## src/rtl/branch_resolve_queue_pkg.sv

```systemverilog
// Shared types and constants for the branch resolve queue.
// Holds the queued entry layout, the recovery FSM state encodings
// and the instruction size used to form the fall-through PC.
package branch_resolve_queue_pkg;

    // Byte distance from a branch to its fall-through instruction.
    localparam int INSTR_BYTES = 4;

    // Width of the snapshot fields stored per entry. The top-level IW
    // parameter is cast to this width on push and back on the echo.
    localparam int BRQ_IW = 5;

    // Recovery FSM states.
    localparam logic [0:0] NORMAL  = 1'b0;
    localparam logic [0:0] RECOVER = 1'b1;

    // One in-flight predicted branch.
    typedef struct packed {
        logic [31:0]       pc;
        logic              pred_taken;
        logic [31:0]       pred_addr;
        logic [BRQ_IW-1:0] ghpt_index;
        logic [BRQ_IW-1:0] ghr;
        logic [BRQ_IW-1:0] btb_index;
    } brq_entry_t;

endpackage

```

## src/rtl/branch_resolve_queue_compare.sv

```systemverilog
// Combinational outcome check for the oldest queued branch.
// Produces the mispredict flag and the architecturally correct next PC.
module brq_compare (
    input  logic [31:0] entry_pc,
    input  logic        entry_pred_taken,
    input  logic [31:0] entry_pred_addr,
    input  logic        res_taken,
    input  logic [31:0] res_target,
    output logic        mispredict,
    output logic [31:0] actual_next_pc
);
    import branch_resolve_queue_pkg::*;

    // A wrong direction, or a taken branch landing somewhere other than
    // the predicted target, both count as a mispredict.
    always_comb begin
        actual_next_pc = res_taken ? res_target : (entry_pc + 32'(INSTR_BYTES));
        mispredict     = (res_taken != entry_pred_taken) ||
                         (res_taken && (res_target != entry_pred_addr));
    end

endmodule

```

## src/rtl/branch_resolve_queue.sv

```systemverilog
// In-flight branch queue between fetch prediction and EX resolution.
// Drives the registered predictor training bus and the mispredict
// flush/redirect. Optional statistics counters are enabled by the
// BRQ_STATS_EN macro.
module branch_resolve_queue
    import branch_resolve_queue_pkg::*;
#(
    parameter int DEPTH = 4,
    parameter int IW    = 5
) (
    input  logic          clk,
    input  logic          Reset,
    input  logic          push_valid,
    input  logic [31:0]   push_pc,
    input  logic          push_pred_taken,
    input  logic [31:0]   push_pred_addr,
    input  logic [IW-1:0] push_ghpt_index,
    input  logic [IW-1:0] push_ghr,
    input  logic [IW-1:0] push_btb_index,
    output logic          full,
    output logic          empty,
    input  logic          res_valid,
    input  logic          res_taken,
    input  logic [31:0]   res_target,
    output logic          Branch_EX,
    output logic          branchTaken,
    output logic [31:0]   branch_target_EX,
    output logic [IW-1:0] GHPT_index_in,
    output logic [IW-1:0] GHR_in,
    output logic [IW-1:0] G_BTB_index_in,
    output logic          flush,
    output logic [31:0]   redirect_pc
`ifdef BRQ_STATS_EN
    ,
    output logic [15:0]   resolved_count,
    output logic [15:0]   mispredict_count
`endif
);

    localparam int AW = $clog2(DEPTH);
    localparam logic [AW:0] PTR_ONE = {{AW{1'b0}}, 1'b1};

    logic [AW:0] ptr_w;
    logic [AW:0] ptr_r;
    logic [0:0]  state;
    brq_entry_t  mem [DEPTH];
    brq_entry_t  head;
    brq_entry_t  new_entry;
    logic        res_fire;
    logic        push_fire;
    logic        mispredict;
    logic        flush_now;
    logic [31:0] actual_next_pc;

    // Status and handshake decode from registered pointers and state only.
    always_comb begin
        empty     = (ptr_w == ptr_r);
        full      = (ptr_w[AW] != ptr_r[AW]) && (ptr_w[AW-1:0] == ptr_r[AW-1:0]);
        head      = mem[ptr_r[AW-1:0]];
        res_fire  = res_valid && !empty && (state == NORMAL);
        flush_now = res_fire && mispredict;
        push_fire = push_valid && !full && (state == NORMAL) && !flush_now;
    end

    // Pack the fetch-time snapshot into a queue entry.
    always_comb begin
        new_entry            = '0;
        new_entry.pc         = push_pc;
        new_entry.pred_taken = push_pred_taken;
        new_entry.pred_addr  = push_pred_addr;
        new_entry.ghpt_index = BRQ_IW'(push_ghpt_index);
        new_entry.ghr        = BRQ_IW'(push_ghr);
        new_entry.btb_index  = BRQ_IW'(push_btb_index);
    end

    brq_compare u_compare (
        .entry_pc         (head.pc),
        .entry_pred_taken (head.pred_taken),
        .entry_pred_addr  (head.pred_addr),
        .res_taken        (res_taken),
        .res_target       (res_target),
        .mispredict       (mispredict),
        .actual_next_pc   (actual_next_pc)
    );

    // Entry storage; contents need no reset because the pointers gate reads.
    always_ff @(posedge clk) begin
        if (push_fire) begin
            mem[ptr_w[AW-1:0]] <= new_entry;
        end
    end

    // Pointer update; a mispredict collapses the queue onto the popped read pointer.
    always_ff @(posedge clk or posedge Reset) begin
        if (Reset) begin
            ptr_w <= '0;
            ptr_r <= '0;
        end else begin
            if (res_fire) begin
                ptr_r <= ptr_r + PTR_ONE;
            end
            if (flush_now) begin
                ptr_w <= ptr_r + PTR_ONE;
            end else if (push_fire) begin
                ptr_w <= ptr_w + PTR_ONE;
            end
        end
    end

    // Recovery FSM: one cycle of RECOVER after every mispredict.
    always_ff @(posedge clk or posedge Reset) begin
        if (Reset) begin
            state <= NORMAL;
        end else begin
            state <= flush_now ? RECOVER : NORMAL;
        end
    end

    // Registered training bus and flush/redirect, launched by an accepted resolve.
    always_ff @(posedge clk or posedge Reset) begin
        if (Reset) begin
            Branch_EX        <= 1'b0;
            branchTaken      <= 1'b0;
            branch_target_EX <= '0;
            GHPT_index_in    <= '0;
            GHR_in           <= '0;
            G_BTB_index_in   <= '0;
            flush            <= 1'b0;
            redirect_pc      <= '0;
        end else begin
            Branch_EX <= res_fire;
            flush     <= flush_now;
            if (res_fire) begin
                branchTaken      <= res_taken;
                branch_target_EX <= res_target;
                GHPT_index_in    <= IW'(head.ghpt_index);
                GHR_in           <= IW'(head.ghr);
                G_BTB_index_in   <= IW'(head.btb_index);
                redirect_pc      <= actual_next_pc;
            end
        end
    end

`ifdef BRQ_STATS_EN
    // Saturating counters of accepted resolves and mispredicts.
    always_ff @(posedge clk or posedge Reset) begin
        if (Reset) begin
            resolved_count   <= '0;
            mispredict_count <= '0;
        end else begin
            if (res_fire && (resolved_count != 16'hFFFF)) begin
                resolved_count <= resolved_count + 16'd1;
            end
            if (flush_now && (mispredict_count != 16'hFFFF)) begin
                mispredict_count <= mispredict_count + 16'd1;
            end
        end
    end
`endif

endmodule

```

## config.mk

```make
export PLATFORM = sky130hd
export DESIGN_NAME = branch_resolve_queue
export DESIGN_NICKNAME = d
export VERILOG_FILES = /design/src/rtl/branch_resolve_queue_pkg.sv /design/src/rtl/branch_resolve_queue_compare.sv /design/src/rtl/branch_resolve_queue.sv
export SDC_FILE = /design/constraint.sdc
export NUM_CORES = 1
export LEC_CHECK = 0
export CAP_MARGIN = 20
export CORE_MARGIN = 4
export CORE_UTILIZATION = 55
export CTS_CLUSTER_DIAMETER = 50
export DETAILED_ROUTE_END_ITERATION = 10
export GPL_TIMING_DRIVEN = 1
export HOLD_SLACK_MARGIN = 0.03
export PLACE_DENSITY = 0.89
export SYNTH_ARGS = -nofsm -noshare
export SYNTH_HDL_FRONTEND = slang
export SYNTH_SLANG_ARGS = --single-unit
```

## constraint.sdc

```tcl
create_clock -name clk -period 8.3 [get_ports clk]
set_input_delay 1.66 -clock clk [delete_from_list [all_inputs] [get_ports clk]]
set_output_delay 1.66 -clock clk [all_outputs]
set_load 0.03 [all_outputs]
```

# After elaboration in Yosys (flattened, before gate mapping)
# Memory sizes are Yosys's and may differ from the RTL's.
# Cells that the tools add are included.
# W data, S select, Z words.
[totals]
register_bits = 89
mem_bits_rw = 320
in_bits = 117
out_inout_bits = 84
elab_cells = 40
mem_count = 1
[mem_list]
columns = ["memory", "words", "width", "rd", "rd_ports_with_merged_regs", "wr", "line", "source"]
rows = [
  ["mem", 4, 80, 1, 0, 1, "branch_resolve_queue.sv:46", "brq_entry_t mem [DEPTH];"],
]
[op_classes]
add_sub_neg = 3
n_eq_ne = 5
muxes = 6
n_bitwise = 1
reduce_logical = 13
[op_table]
columns = ["operator", "count"]
rows = [
  ["$add A32 B3 Y32 const B", 1],
  ["$mux W32", 1],
  ["$ne A32 B32 Y1", 1],
  ["$logic_and A1 B1 Y1", 8],
  ["$add A3 B1 Y3 const B", 2],
  ["$mux W3", 2],
  ["$eq A3 B3 Y1", 1],
  ["$logic_not A1 Y1", 3],
  ["$mux W1", 3],
  ["$eq A2 B2 Y1", 1],
  ["$ne A1 B1 Y1", 2],
  ["$reduce_bool A2 Y1", 1],
  ["$logic_or A1 B1 Y1", 1],
  ["$not A1 Y1", 1],
]

# Logic depth before layout (Yosys ltp)
# Gate-level depths: netlist of run 1.
[depth]
depth_word = 9
mapped_depth = 12
mapped_depth_nobuf = 8

# Modules after synthesis
# A second synthesis of run 1 with hierarchy kept.
[hier_totals]
cells_unflattened = 825
area_unflattened_um2 = 16251.8
[modules_own_cells]
columns = ["module", "instances", "cells_per_inst", "area_each_um2"]
rows = [
  ["branch_resolve_queue", 1, 636, 14998.1],
  ["brq_compare", 1, 189, 1253.7],
]

# Least setup slack after synthesis of run 1
# OpenSTA, ideal clock, no wires.
[synth_path]
path_type = "input to register"
startpoint = "in res_target[12]"
endpoint = "mem mem[3][0] in the netlist's numbering (enable)"
arrival_ns = 6.164
slack_ns = 1.617
stages = 8
path_buffers = 0
path_cell_list = "nand2b_1 mux2_2 a2bb2oi_1 nor4_1 nand4_1 o21ai_4 inv_2 nor2_1"
[synth_between]
elab_chain_len = 8
[synth_lines]
columns = ["element", "line", "source"]
rows = [
  ["start: declaration", "branch_resolve_queue.sv:24", "input logic [31:0] res_target,"],
  ["$ne A32 B32 Y1", "branch_resolve_queue_compare.sv:19", "(res_taken && (res_target != entry_pred_addr));"],
  ["$logic_and A1 B1 Y1", "branch_resolve_queue_compare.sv:19", ""],
  ["$logic_or A1 B1 Y1", "branch_resolve_queue_compare.sv:18", "mispredict = (res_taken != entry_pred_taken) ||"],
  ["$logic_and A1 B1 Y1", "branch_resolve_queue.sv:61", "flush_now = res_fire && mispredict;"],
  ["named net flush_now", "branch_resolve_queue.sv:52", "logic flush_now;"],
  ["$logic_not A1 Y1", "branch_resolve_queue.sv:62", "push_fire = push_valid && !full && (state == NORMAL) && !flush_now;"],
  ["$logic_and A1 B1 Y1", "branch_resolve_queue.sv:62", ""],
  ["$mux W1", "branch_resolve_queue.sv:88", "if (push_fire) begin"],
  ["$mux W1 (implied by the code)", "branch_resolve_queue.sv:89", "mem[ptr_w[AW-1:0]] <= new_entry;"],
  ["end: declaration", "branch_resolve_queue.sv:46", ""],
]
# The timed path passes the listed nets, and every way through them passes these cells.

# Worst setup path in the final report of run 1
[layout_path]
startpoint = "reg ptr_r[0]"
endpoint = "mem mem[1][51] in the netlist's numbering (enable)"
[layout_between]
elab_chain_len = 9
word_cells_on_any_way = 19
[layout_lines]
columns = ["element", "line", "source"]
rows = [
  ["start: declaration", "branch_resolve_queue.sv:44", "logic [AW:0] ptr_r;"],
  ["start signal: assignment", "branch_resolve_queue.sv:100", "ptr_r <= ptr_r + PTR_ONE;"],
  ["$mem_v2 Z4 W80 or $eq A3 B3 Y1 (tied branches)", "n/a", ""],
  ["$ne A32 B32 Y1 or $logic_not A1 Y1 (tied branches)", "branch_resolve_queue_compare.sv:19, branch_resolve_queue.sv:60", ""],
  ["$logic_and A1 B1 Y1, on equally long branches", "branch_resolve_queue_compare.sv:19, branch_resolve_queue.sv:60", ""],
  ["$logic_or A1 B1 Y1 or $logic_and A1 B1 Y1 (tied branches)", "branch_resolve_queue_compare.sv:18, branch_resolve_queue.sv:60", ""],
  ["$logic_and A1 B1 Y1", "branch_resolve_queue.sv:61", ""],
  ["$logic_not A1 Y1", "branch_resolve_queue.sv:62", ""],
  ["$logic_and A1 B1 Y1 (*)", "branch_resolve_queue.sv:62", ""],
  ["$mux W1 (*)", "branch_resolve_queue.sv:88", ""],
  ["$mux W1 (implied by the code) (*)", "branch_resolve_queue.sv:89", ""],
]
# Mark *: on every way between the ends. The rest lies on a longest branch, timed or not.

==> run metrics, run 1 <==
Die H=181 um; HP Start=branch_target_EX[7]; IO buf count=200; vias per inst=5.90; Crit Path Max Fanout=54; io pins=201; Layout fillers=1,775; outcome=complete, no violations; Worst Path Arrival=approximately 5.4 ns; Layout area overhead=22.9%; r2r startpoint=ptr_r[0]; Min Clock Period, post-route=5.20 ns; wire per inst=between 20 and 25 um; Mapped Area=16,400 sq um; final instance area=20,100 sq um; Max IR drop VDD=0.000257 V; root buffer cell=clkbuf_16; WL final=around 40 mm; largest net degree at the start of global routing=84; Synth area leaders=edfxtp_1 59%, dfrtp_1 13%, mux4_2 8.4%; nets=1,313; antenna viol nets, final=0; dpl cell area=approximately 19,000 sq um; # rows=62; library cells used by synthesis=49; post-synth net total=between 1,000 and 1,500; initial DRC count=889; Yosys top cell by area=edfxtp_1; crit path kind=reg2reg; syn avg cell area=16.7 sq um; # setup viols final=0; Required @ worst endpoint=8.45 ns; Async SR Flop Fraction=0.216; clk sinks=408; CTS tree=yes; r2r endpoint=mem[1][51]; fmax=192 MHz; Post-synth top cells=320 x edfxtp_1, 186 x nand2_1, 88 x dfrtp_1, 61 x mux4_2, 41 x mux2i_1; Setup Skew=0.0194 ns; die area=32,600 sq um; post-CTS sizing=0; grt ovf=0; H-tree levels=2; period utilization=0.627; CP Launch Type=flip-flop; power density over the cells=380 nW/um^2; maximum clock path buffer count=3; Die W=181 um; Min-Delay Endpoint=branch_target_EX[7]; Post-CTS Setup Inserts=0; Starting Density=0.565; TritonCTS Buffers=41; Cells after Synth=980; DRC=0; RSZ-0062 raised after global routing=false; Main synth FF type=edfxtp_1; DR pass1 iterations=5; count leader, synth=edfxtp_1; CTS clk-pin slew, worst paths=~0.06 ns; reg2reg path depth=8; setup_tns=0 ns; final RePlAce weighted congestion=0.869; sequential area share after synthesis=0.721; vias in the first global route=9,863; Leakage=7.26 nW; r2r setup slk=3.10 ns; top cell type's share of synthesized area=0.586; Worst-Margin Slew=~0.97 ns; Final Hold Viols=0; Ys Warns=0; Post-synth EDFFs=320; Final Max Slew Viols=0; Core ar.=29,000 sq um; first-pass GRT wire length=59.2 mm; CP endpoint kind=flip-flop; FF+latch count, synth=408; Vias=about 9,500; initial antenna violation count=7; worst relative slew slack=0.354; overall routing resource usage=0.238; CTS Hold Buffers Added=0; Clk Latency, worst-skew pair=between 0.5 and 0.6 ns; share of layout cells above drive strength 1=0.128; max_cap viols=0; DPL Wire Length=25.4 mm; Hold Path Stages=2; Hold Path Class=reg2reg
-- cells by family (layout without fill, tap and decap cells) --
family / Yosys count / in the layout / synth area share
AO/OA/AOI/OAI: 68 / 68 / 0.0269
other: 0 / 1 / 0
XOR/XNOR: 62 / 62 / 0.0331
buffers and inverters: 59 / 302 / 0.0201
multiplexers: 115 / 115 / 0.126
adder cells (fa/ha/maj): 6 / 6 / 0.00458
AND/OR/NAND/NOR: 262 / 262 / 0.0685
flip-flops: 408 / 408 / 0.721
-- registers in the layout, summed over array words and instances (netlist names) --
name and cells:
ptr_r 3, G_BTB_index_in 5, ptr_w 3, GHPT_index_in 5, branch_target_EX 32, GHR_in 5
branchTaken 1, Branch_EX 1, mem 320, flush 1, redirect_pc 32
-- report_power, final --
part	total, mW	internal (mW)	switching [mW]
logic	2.72	1.11	1.61
clock network	1.88	1.12	0.759
registers	3.05	2.75	0.296
-- per-layer routing --
layer / wire length (um) / track usage
met5: 85 / 0
met4: 1290 / 0.0808
met3: 3640 / 0.0680
met2: 19700 / 0.393
met1: 14600 / 0.309
-- layout by cell type, fill, tap and decap left out, types with 2 or more instances in the layout --
| cell | Yosys | final |
|---|---|---|
| and3_4 | 0 | 3 |
| clkinvlp_4 | 0 | 2 |
| mux2i_1 | 41 | 41 |
| nand3_1 | 11 | 11 |
| dfrtp_4 | 0 | 2 |
| inv_6 | 0 | 2 |
| clkdlybuf4s50_1 | 0 | 199 |
| xor2_1 | 38 | 38 |
| and2_1 | 3 | 3 |
| a2bb2oi_1 | 2 | 2 |
| and3_1 | 8 | 5 |
| a21oi_1 | 13 | 13 |
| ha_1 | 6 | 6 |
| o21ai_0 | 30 | 30 |
| and4_1 | 2 | 2 |
| clkinv_2 | 0 | 7 |
| o211ai_1 | 6 | 6 |
| clkbuf_1 | 16 | 7 |
| inv_2 | 1 | 2 |
| o22ai_1 | 4 | 4 |
| xnor2_1 | 24 | 24 |
| mux4_1 | 9 | 9 |
| inv_1 | 11 | 9 |
| clkbuf_16 | 0 | 43 |
| a22oi_1 | 2 | 2 |
| nand4_1 | 17 | 17 |
| mux4_2 | 61 | 61 |
| nand2_1 | 186 | 186 |
| a222oi_1 | 2 | 2 |
| nand2b_1 | 3 | 3 |
| bufinv_16 | 0 | 5 |
| clkinv_1 | 0 | 6 |
| dfrtp_1 | 88 | 86 |
| edfxtp_1 | 320 | 320 |
| mux2_2 | 3 | 3 |
| nor2_1 | 22 | 21 |
| buf_4 | 9 | 13 |
| nor4_1 | 4 | 4 |
-- stage by stage --
stage          instances  hold slack (ns)  power, mW  setup WS, ns   util
2_1_floorplan        980            0.501       4.83          1.62      -
3_3_place_gp        1530            0.458       5.69          2.84  0.645
3_5_place_dp        1530            0.463       5.79          2.81  0.645
4_1_cts             1606            0.478       7.69          3.08  0.693
5_1_grt             1607            0.498       7.99          2.71  0.694
6_report            1608            0.475       7.64          3.10  0.694
-- worst max path at each step --
stage                            end            from  slack (ns)  cells past startpoint
after floorplan            mem[3][0]  res_target[12]        1.62                      8
after global placement    mem[1][24]  res_target[12]        2.84                      9
after detailed placement  mem[1][23]  res_target[12]        2.81                      9
after CTS                 mem[1][59]        ptr_r[0]        3.08                      8
after global routing      mem[0][76]        ptr_r[0]        2.71                      8
final                     mem[1][51]        ptr_r[0]        3.10                      8
-- worst max-delay path: stages, from the launching register on --
cell,delay [ns]
dfrtp_4,1.04
buf_4,0.55
mux4_2,0.58
xor2_1,0.17
nor4_1,0.54
nand4_1,0.25
o21ai_4,0.32
and3_4,0.75
buf_4,0.58
-- layout make-up --
class / instances / area [sq um] / share of cell area
clock inverter: 25 / 277 / 0.0137
tap: 384 / 480 / 0.0239
timing repair buffer: 214 / 2120 / 0.105
sequential: 408 / 11800 / 0.587
multi-input combinational: 513 / 4280 / 0.212
antenna: 1 / 2.50 / 0.000124
clock buffer: 51 / 1120 / 0.0554
inverter: 12 / 47.5 / 0.00236
(Power assumes the default switching activity.)
==> run 2: changes to the inputs <==
--- a/config.mk
+++ b/config.mk
@@ -7,12 +7,12 @@
 export LEC_CHECK = 0
 export CAP_MARGIN = 20
 export CORE_MARGIN = 4
-export CORE_UTILIZATION = 55
+export CORE_UTILIZATION = 50
 export CTS_CLUSTER_DIAMETER = 50
 export DETAILED_ROUTE_END_ITERATION = 10
 export GPL_TIMING_DRIVEN = 1
 export HOLD_SLACK_MARGIN = 0.03
-export PLACE_DENSITY = 0.89
+export PLACE_DENSITY = 0.86
 export SYNTH_ARGS = -nofsm -noshare
 export SYNTH_HDL_FRONTEND = slang
 export SYNTH_SLANG_ARGS = --single-unit
==> constraint.sdc (replaced) <==
create_clock -name clk -period 4.2 [get_ports clk]
set_input_delay 0.84 -clock clk [delete_from_list [all_inputs] [get_ports clk]]
set_output_delay 0.84 -clock clk [all_outputs]
set_load 0.03 [all_outputs]
==> run metrics, run 2 (synthesized netlist as in run 1, its figures left out) <==
root buffer cell=clkbuf_16; Hold Path Class=reg2reg; initial DRC count=945 (+6.3%); CP Launch Type=flip-flop; worst relative slew slack=0.485 (+0.130); RSZ-0062 raised after global routing=false; PnR worst setup slack=0.291 ns (-2.80 ns); period utilization=0.931; commonest cells after routing, fill and taps aside=320 x edfxtp_1, 199 x clkdlybuf4s50_1, 186 x nand2_1; wire per inst=24.3 um (-0.77%); antenna viol nets, final=0 (unchanged); Clk Latency, worst-skew pair=0.55 ns (+0.02 ns); post-CTS sizing=0 (unchanged); Min Clock Period, post-route=3.91 ns; Post-Place Worst Slack=0.272 ns (-2.54 ns); fmax=256 MHz; TritonCTS Buffers=42 (+2.4%); fin util=0.635 (-0.0593); vias per inst=5.73 (-2.9%); DR pass1 iterations=5 (unchanged); final instance area=20,600 sq um (+2.3%); Setup Skew=0.0258 ns (+0.00641 ns); CTS clk-pin slew, worst paths=0.06 ns (about the same); first-pass GRT wire length=62.1 mm (+5.0%); Routed met2 length=20.4 mm (+3.4%); Worst Path Arrival=3.07 ns (-2.29 ns); r2r endpoint=mem[2][78]; CP endpoint kind=output port; # rows=66 (+6.5%); Starting Density=0.505 (-0.0599); CTS tree=yes; HP Start=GHPT_index_in[2]; IO buf count=200 (unchanged); WL final=40.9 mm (+4.2%); Post-CTS Setup Inserts=0 (unchanged); crit path kind=reg2out; max FFs per register=320 (unchanged); Required @ worst endpoint=3.36 ns (-5.09 ns); dpl cell area=19,100 sq um (+1.9%); most common cell after layout, fill and taps aside=edfxtp_1; placed cells=1,606 (+5.0%); DPL Wire Length=26.8 mm (+5.7%); Layout area overhead=25.7%; Die H=189 um (+4.7%); max_cap viols=0 (unchanged); fin cells=1,688 (+5.0%); initial antenna violation count=6 (-1); largest net degree at the start of global routing=81 (-3.6%); die area=35,700 sq um (+9.5%); top layer reached by signal wires=met5; r2r setup slk=0.40 ns (-2.70 ns); CTS Hold Buffers Added=0 (unchanged); Crit Path Max Fanout=28 (-48%); H-tree levels=2 (unchanged); Final Max Slew Viols=0 (unchanged); r2r startpoint=ptr_r[0]; DRC=0 (unchanged); # setup viols final=0 (unchanged); Min-Delay Endpoint=GHPT_index_in[2]; Leakage=7.44 nW (+2.4%); Worst-Margin Slew=0.773 ns (-0.192 ns); maximum clock path buffer count=3 (unchanged); vias in the first global route=10,100 (+2.6%); io pins=201 (unchanged); Hold Path Stages=2 (unchanged); wire length on met3=3.61 mm (-0.80%); nets=1,331 (+1.4%); overall routing resource usage=0.229 (-0.00942); share of layout cells above drive strength 1=0.145 (+0.0174); clk sinks=408 (unchanged); setup_tns=0 ns (unchanged); Final Hold Viols=0 (unchanged); reg2reg path depth=8 (unchanged); Vias=9,674 (+1.9%); power density over the cells=757 nW/um^2 (+99%); final RePlAce weighted congestion=0.842 (-3.1%); outcome=complete, no violations; Core ar.=32,500 sq um (+12%); grt ovf=0 (unchanged); Die W=189 um (+4.7%); Max IR drop VDD=0.000549 V (+110%); metal1 wirelength=15.8 mm (+8.3%)
-- run 2: where the power goes --
group          leakage, nW  switching [mW]  internal [mW]  total (mW)
logic                 2.72            3.27           2.35        5.61
clock network        0.735            1.56           2.47        4.03
registers             3.98           0.516           5.43        5.95
total                 7.44            5.35           10.2        15.6
-- run 2: worst max-delay path, cell delays in order (launching register included) --
cell,delay [ns]
dfrtp_4,0.80
buf_4,0.54
xnor2_1,0.21
nand2_1,0.08
nor2_1,0.16
clkdlybuf4s50_1,0.70
-- run 2: final cells by class --
type,instances,area (sq um)
inverter,12,47.5
antenna,4,10.0
fill,2195,11800
clock buffer,49,1110
clock inverter,29,412
sequential,408,11800
timing repair buffer,231,2380
multi-input combinational,513,4280
tap,442,553
-- run 2: worst max-delay path by stage --
stage	from	end	slack [ns]	cells past startpoint
2_1_floorplan	ptr_r[0]	mem[3][0]	0.46	9
3_5_place_dp	res_target[12]	mem[2][75]	0.27	9
4_1_cts	ptr_r[0]	empty	0.21	5
6_report	ptr_r[0]	empty	0.29	5
3_3_place_gp	res_target[12]	mem[2][72]	0.31	9
5_1_grt	ptr_r[0]	empty	0.01	5
-- run 2: routing by layer --
metal | up-vias | global-route usage
met5 | - | 0
met4 | 6 | 0.0647
met3 | 82 | 0.0553
met2 | 485 | 0.379
met1 | 4919 | 0.307
li1 | 4182 | -
-- run 2: per-stage QoR --
step,power [mW],hold WS (ns)
2_1_floorplan,9.51,0.501
3_3_place_gp,11.4,0.458
3_5_place_dp,11.6,0.462
4_1_cts,15.7,0.480
5_1_grt,16.3,0.493
6_report,15.6,0.477
==> edit 1: new RTL, flow settings as in run 2 <==
The parameter `DEPTH` goes from 4 to 8.
--- a/src/rtl/branch_resolve_queue.sv
+++ b/src/rtl/branch_resolve_queue.sv
@@ -6,5 +6,5 @@
     import branch_resolve_queue_pkg::*;
 #(
-    parameter int DEPTH = 4,
+    parameter int DEPTH = 8,
     parameter int IW    = 5
 ) (
Check against the original RTL: not equivalent (a bounded check fails within 10 cycles, from zero or initial values and one cycle with Reset high).
==> edit 1 against run 2 <==
Count of clock-buffer cells in the layout up 46; worst setup slack worse by 0.14 ns; worst hold slack better by 0.0031 ns; sequential cell count up 322; cell area up 69%; routed wire length up 73%; non-clock buffer count up 25; synthesized area up 76%; power up 61%; critical path type is now register to register; sequential share of layout area up 4.5 points; utilization down 2.2 points; sequential power up 63%.
==> edit 1: results (changes against run 2) <==
| Metric | Value |
|---|---|
| Repair and plain buffers | 256 (+11%) |
| Largest net degree at the start of global routing | 92 (+14%) |
| Router iterations before antenna repair | 6 (+1) |
| Post-synth EDFFs | 640 (+100%) |
| Status | finished clean |
| Reg area | 21500 µm² (+82%) |
| Max stage delay on crit path | 0.60 ns (-0.20 ns) |
| Mapped Cells | 1503 (+53%) |
| Number of distinct library cells after synthesis | 53 (+8.2%) |
| M1 GR Usage | 30.1% (-0.63 points) |
| Complex-gate fraction of the synthesized area | 2.19% (-0.50 points) |
| CTS Buf Count | 73 (+74%) |
| Peak VDD IR | 0.485 mV (-12%) |
| DRT iter0 DRCs | 1953 (+110%) |
| Share of cells above drive strength 1 | 19.0% (+4.5 points) |
| Pwr dens | 723 nW/µm² (-4.4%) |
| Most frequent cells after synthesis | edfxtp_1, nand2_1, mux4_2 |
| Fraction of area in multi-input gates | 20.2% (-0.59 points) |
| Post-DP Area | 32200 µm² (+69%) |
| P_sw | 0.00826 W (+55%) |
| Family with the most delay on the worst path | simple AND/OR/NAND/NOR gates |
| XOR/XNOR Fraction of Synth Area | 2.19% (-1.1 points) |
| Max reg flops | 640 (+100%) |
| Synth top area cells | edfxtp_1, mux4_2, dfrtp_1, mux2i_1, nand2_1 |
| Clk_lat worst skew | 0.61 ns (+0.06 ns) |
| Worst slack at placement | 0.166 ns (-0.106 ns) |
| Critical path arrival | 4.31 ns (+1.24 ns) |
[edit 1: worst min-delay path, stage by stage (launching register included)]
cell	delay, ns
dfrtp_1	0.34
nand2_1	0.05
nand2_1	0.06
[edit 1: worst paths after layout]
kind,start,slack [ns],endpoint,cells after the start
max in group asynchronous,Reset,2.87,ptr_r[0]$_DFFE_PP0P_,3
min in group asynchronous,Reset,0.53,G_BTB_index_in[1]$_DFFE_PP0P_,2
hold / removal,branch_target_EX[5]$_DFFE_PP0P_,0.48,branch_target_EX[5]$_DFFE_PP0P_,2
hold reg to reg,branch_target_EX[5]$_DFFE_PP0P_,0.48,branch_target_EX[5]$_DFFE_PP0P_,2
setup / recovery,ptr_r[1]$_DFFE_PP0P_,0.15,mem[3][49]$_DFFE_PP_,10
setup reg to reg,ptr_r[1]$_DFFE_PP0P_,0.15,mem[3][49]$_DFFE_PP_,10
==> edit 2: new RTL, flow settings as in run 2 <==
Made on the original files. Register the output `redirect_pc` once more; this adds one clock of latency there. The other outputs are not delayed to match.
--- a/src/rtl/branch_resolve_queue.sv
+++ b/src/rtl/branch_resolve_queue.sv
@@ -40,4 +40,6 @@
     localparam int AW = $clog2(DEPTH);
     localparam logic [AW:0] PTR_ONE = {{AW{1'b0}}, 1'b1};
+
+    logic [31:0] redirect_pc_s0;
 
     logic [AW:0] ptr_w;
@@ -127,5 +129,5 @@
             G_BTB_index_in   <= '0;
             flush            <= 1'b0;
-            redirect_pc      <= '0;
+            redirect_pc_s0   <= '0;
         end else begin
             Branch_EX <= res_fire;
@@ -137,5 +139,5 @@
                 GHR_in           <= IW'(head.ghr);
                 G_BTB_index_in   <= IW'(head.btb_index);
-                redirect_pc      <= actual_next_pc;
+                redirect_pc_s0   <= actual_next_pc;
             end
         end
@@ -159,4 +161,8 @@
 `endif
 
+    always_ff @(posedge clk) begin
+        redirect_pc <= redirect_pc_s0;
+    end
+
 endmodule
 
Behaviour: not the same (a bounded check fails within 4 cycles, from zero or initial values and one cycle with Reset high).
==> edit 2 against run 2 <==
Synthesized area is 4.2% higher; final cell count is 3.9% higher; cell area increased by 2.9%; clock skew fell by 0.0091 ns; worst setup slack gained 0.0035 ns; sequential power is 9.4% higher; power is 4.0% higher; routed wire length up 1.5%; sequential cell count grew 32.
==> edit 2: results (changes against run 2) <==
| Metric | Value |
|---|---|
| Status | finished clean |
| Leak | 7.58 nW (+1.9%) |
| Ant diodes | 0 (-4) |
| Total GRT Usage | 22.4% (-0.51 points) |
| Synth async-reset ratio | 20.0% (-1.6 points) |
| Seq/Total Area, Yosys | 72.9% (+0.86 points) |
| Setup Skew | 0.0167 ns (-0.00912 ns) |
| R2R Path End | mem[1][48]$_DFFE_PP_ |
| Worst hold start | redirect_pc_s0[17]$_DFFE_PP0P_ |
| Fin crit period | 3.91 ns (-0.00347 ns) |
| DRT iter0 DRCs | 1045 (+11%) |
| Largest net degree at the start of global routing | 93 (+15%) |
| Layout Nets | 1390 (+4.4%) |
| Share of cells above drive strength 1 | 14.3% (-0.24 points) |
| First-pass GRT wire length | 62200 µm (+0.12%) |
| Initial antenna violation count | 5 (-1) |
| DP Cell Count | 1667 (+3.8%) |
| DR WL/cell | 23.7 µm (-2.3%) |
| Worst slack at placement | 0.354 ns (+0.0823 ns) |
| WHS | 0.358 ns (-0.120 ns) |
| Peak VDD IR | 0.572 mV (+4.1%) |
| Hold endpoint | redirect_pc[17]$_DFF_P_ |
| Fill cells | 2216 (+0.96%) |
| Syn_nets | 1165 (+5.6%) |
| Complex-gate fraction of the synthesized area | 3.15% (+0.46 points) |
| Hpwl dp | 27700 µm (+3.1%) |
| CP Launch Point | ptr_r[1]$_DFFE_PP0P_ |
| Synth Area in Adders | 0.440% (-0.018 points) |
| Post-synthesis average cell area | 16.4 µm² (-2.0%) |
| Post-DP Area | 19600 µm² (+3.0%) |
| Initial core utilization | 50.8% (+0.29 points) |
| Slew headroom | 31.7% (-17 points) |
| Mux contribution to synthesized area | 11.0% (-1.6 points) |
| Met3 wire length | 3940 µm (+9.0%) |
| Number of distinct library cells after synthesis | 56 (+14%) |
| Clk_lat worst skew | 0.55 ns (about the same) |
| Synth top area cells | edfxtp_1, dfrtp_1, mux4_2, nand2_1, dfxtp_1 |
| Hold depth | 0 (-2) |
| Final wirelength | 41500 µm (+1.5%) |
| FF-to-FF path depth | 9 (+1) |
| Critical path fanouts, max | 34 (+21%) |
| Routed length on met1 | 16200 µm (+2.5%) |
| DR WL met2 | 20500 µm (+0.45%) |
| Final GP Congestion | 0.857 (+1.8%) |
| Router iterations before antenna repair | 6 (+1) |
| XOR/XNOR Fraction of Synth Area | 3.13% (-0.18 points) |
| Post-route cell area | 21200 µm² (+2.9%) |
| Most frequent cells after synthesis | edfxtp_1, nand2_1, dfrtp_1 |
| CTS Buf Count | 46 (+9.5%) |
==> edit 2: layer usage <==
| layer | global-route usage [%] | up-vias |
|---|---|---|
| met5 | 0 | - |
| met4 | 5.13 | 10 |
| met3 | 5.41 | 88 |
| met2 | 37.1 | 524 |
| met1 | 30.4 | 5054 |
| li1 | - | 4373 |
==> edit 2: cell type report <==
class,instances,area share [%]
inverters,13,0.242
clock buffers,69,6.53
repair buffers,226,10.7
flip-flops and latches,440,58.7
clock inverters,17,0.873
well taps,448,2.64
multi-input cells,540,20.2
==> edit 2: critical path, stage by stage, from the launching register on <==
cell and delay (ns):
dfrtp_4 0.77, buf_4 0.30, buf_4 0.24, xnor2_1 0.16, nand2_1 0.09, nor2_1 0.22
clkdlybuf4s50_1 0.72
==> edit 2: power by group <==
| group | internal, W | leakage, nW | switching [W] |
|---|---|---|---|
| Sequential | 0.00590 | 4.25 | 0.000609 |
| Combinational | 0.00230 | 2.55 | 0.00328 |
| Clock | 0.00248 | 0.781 | 0.00164 |
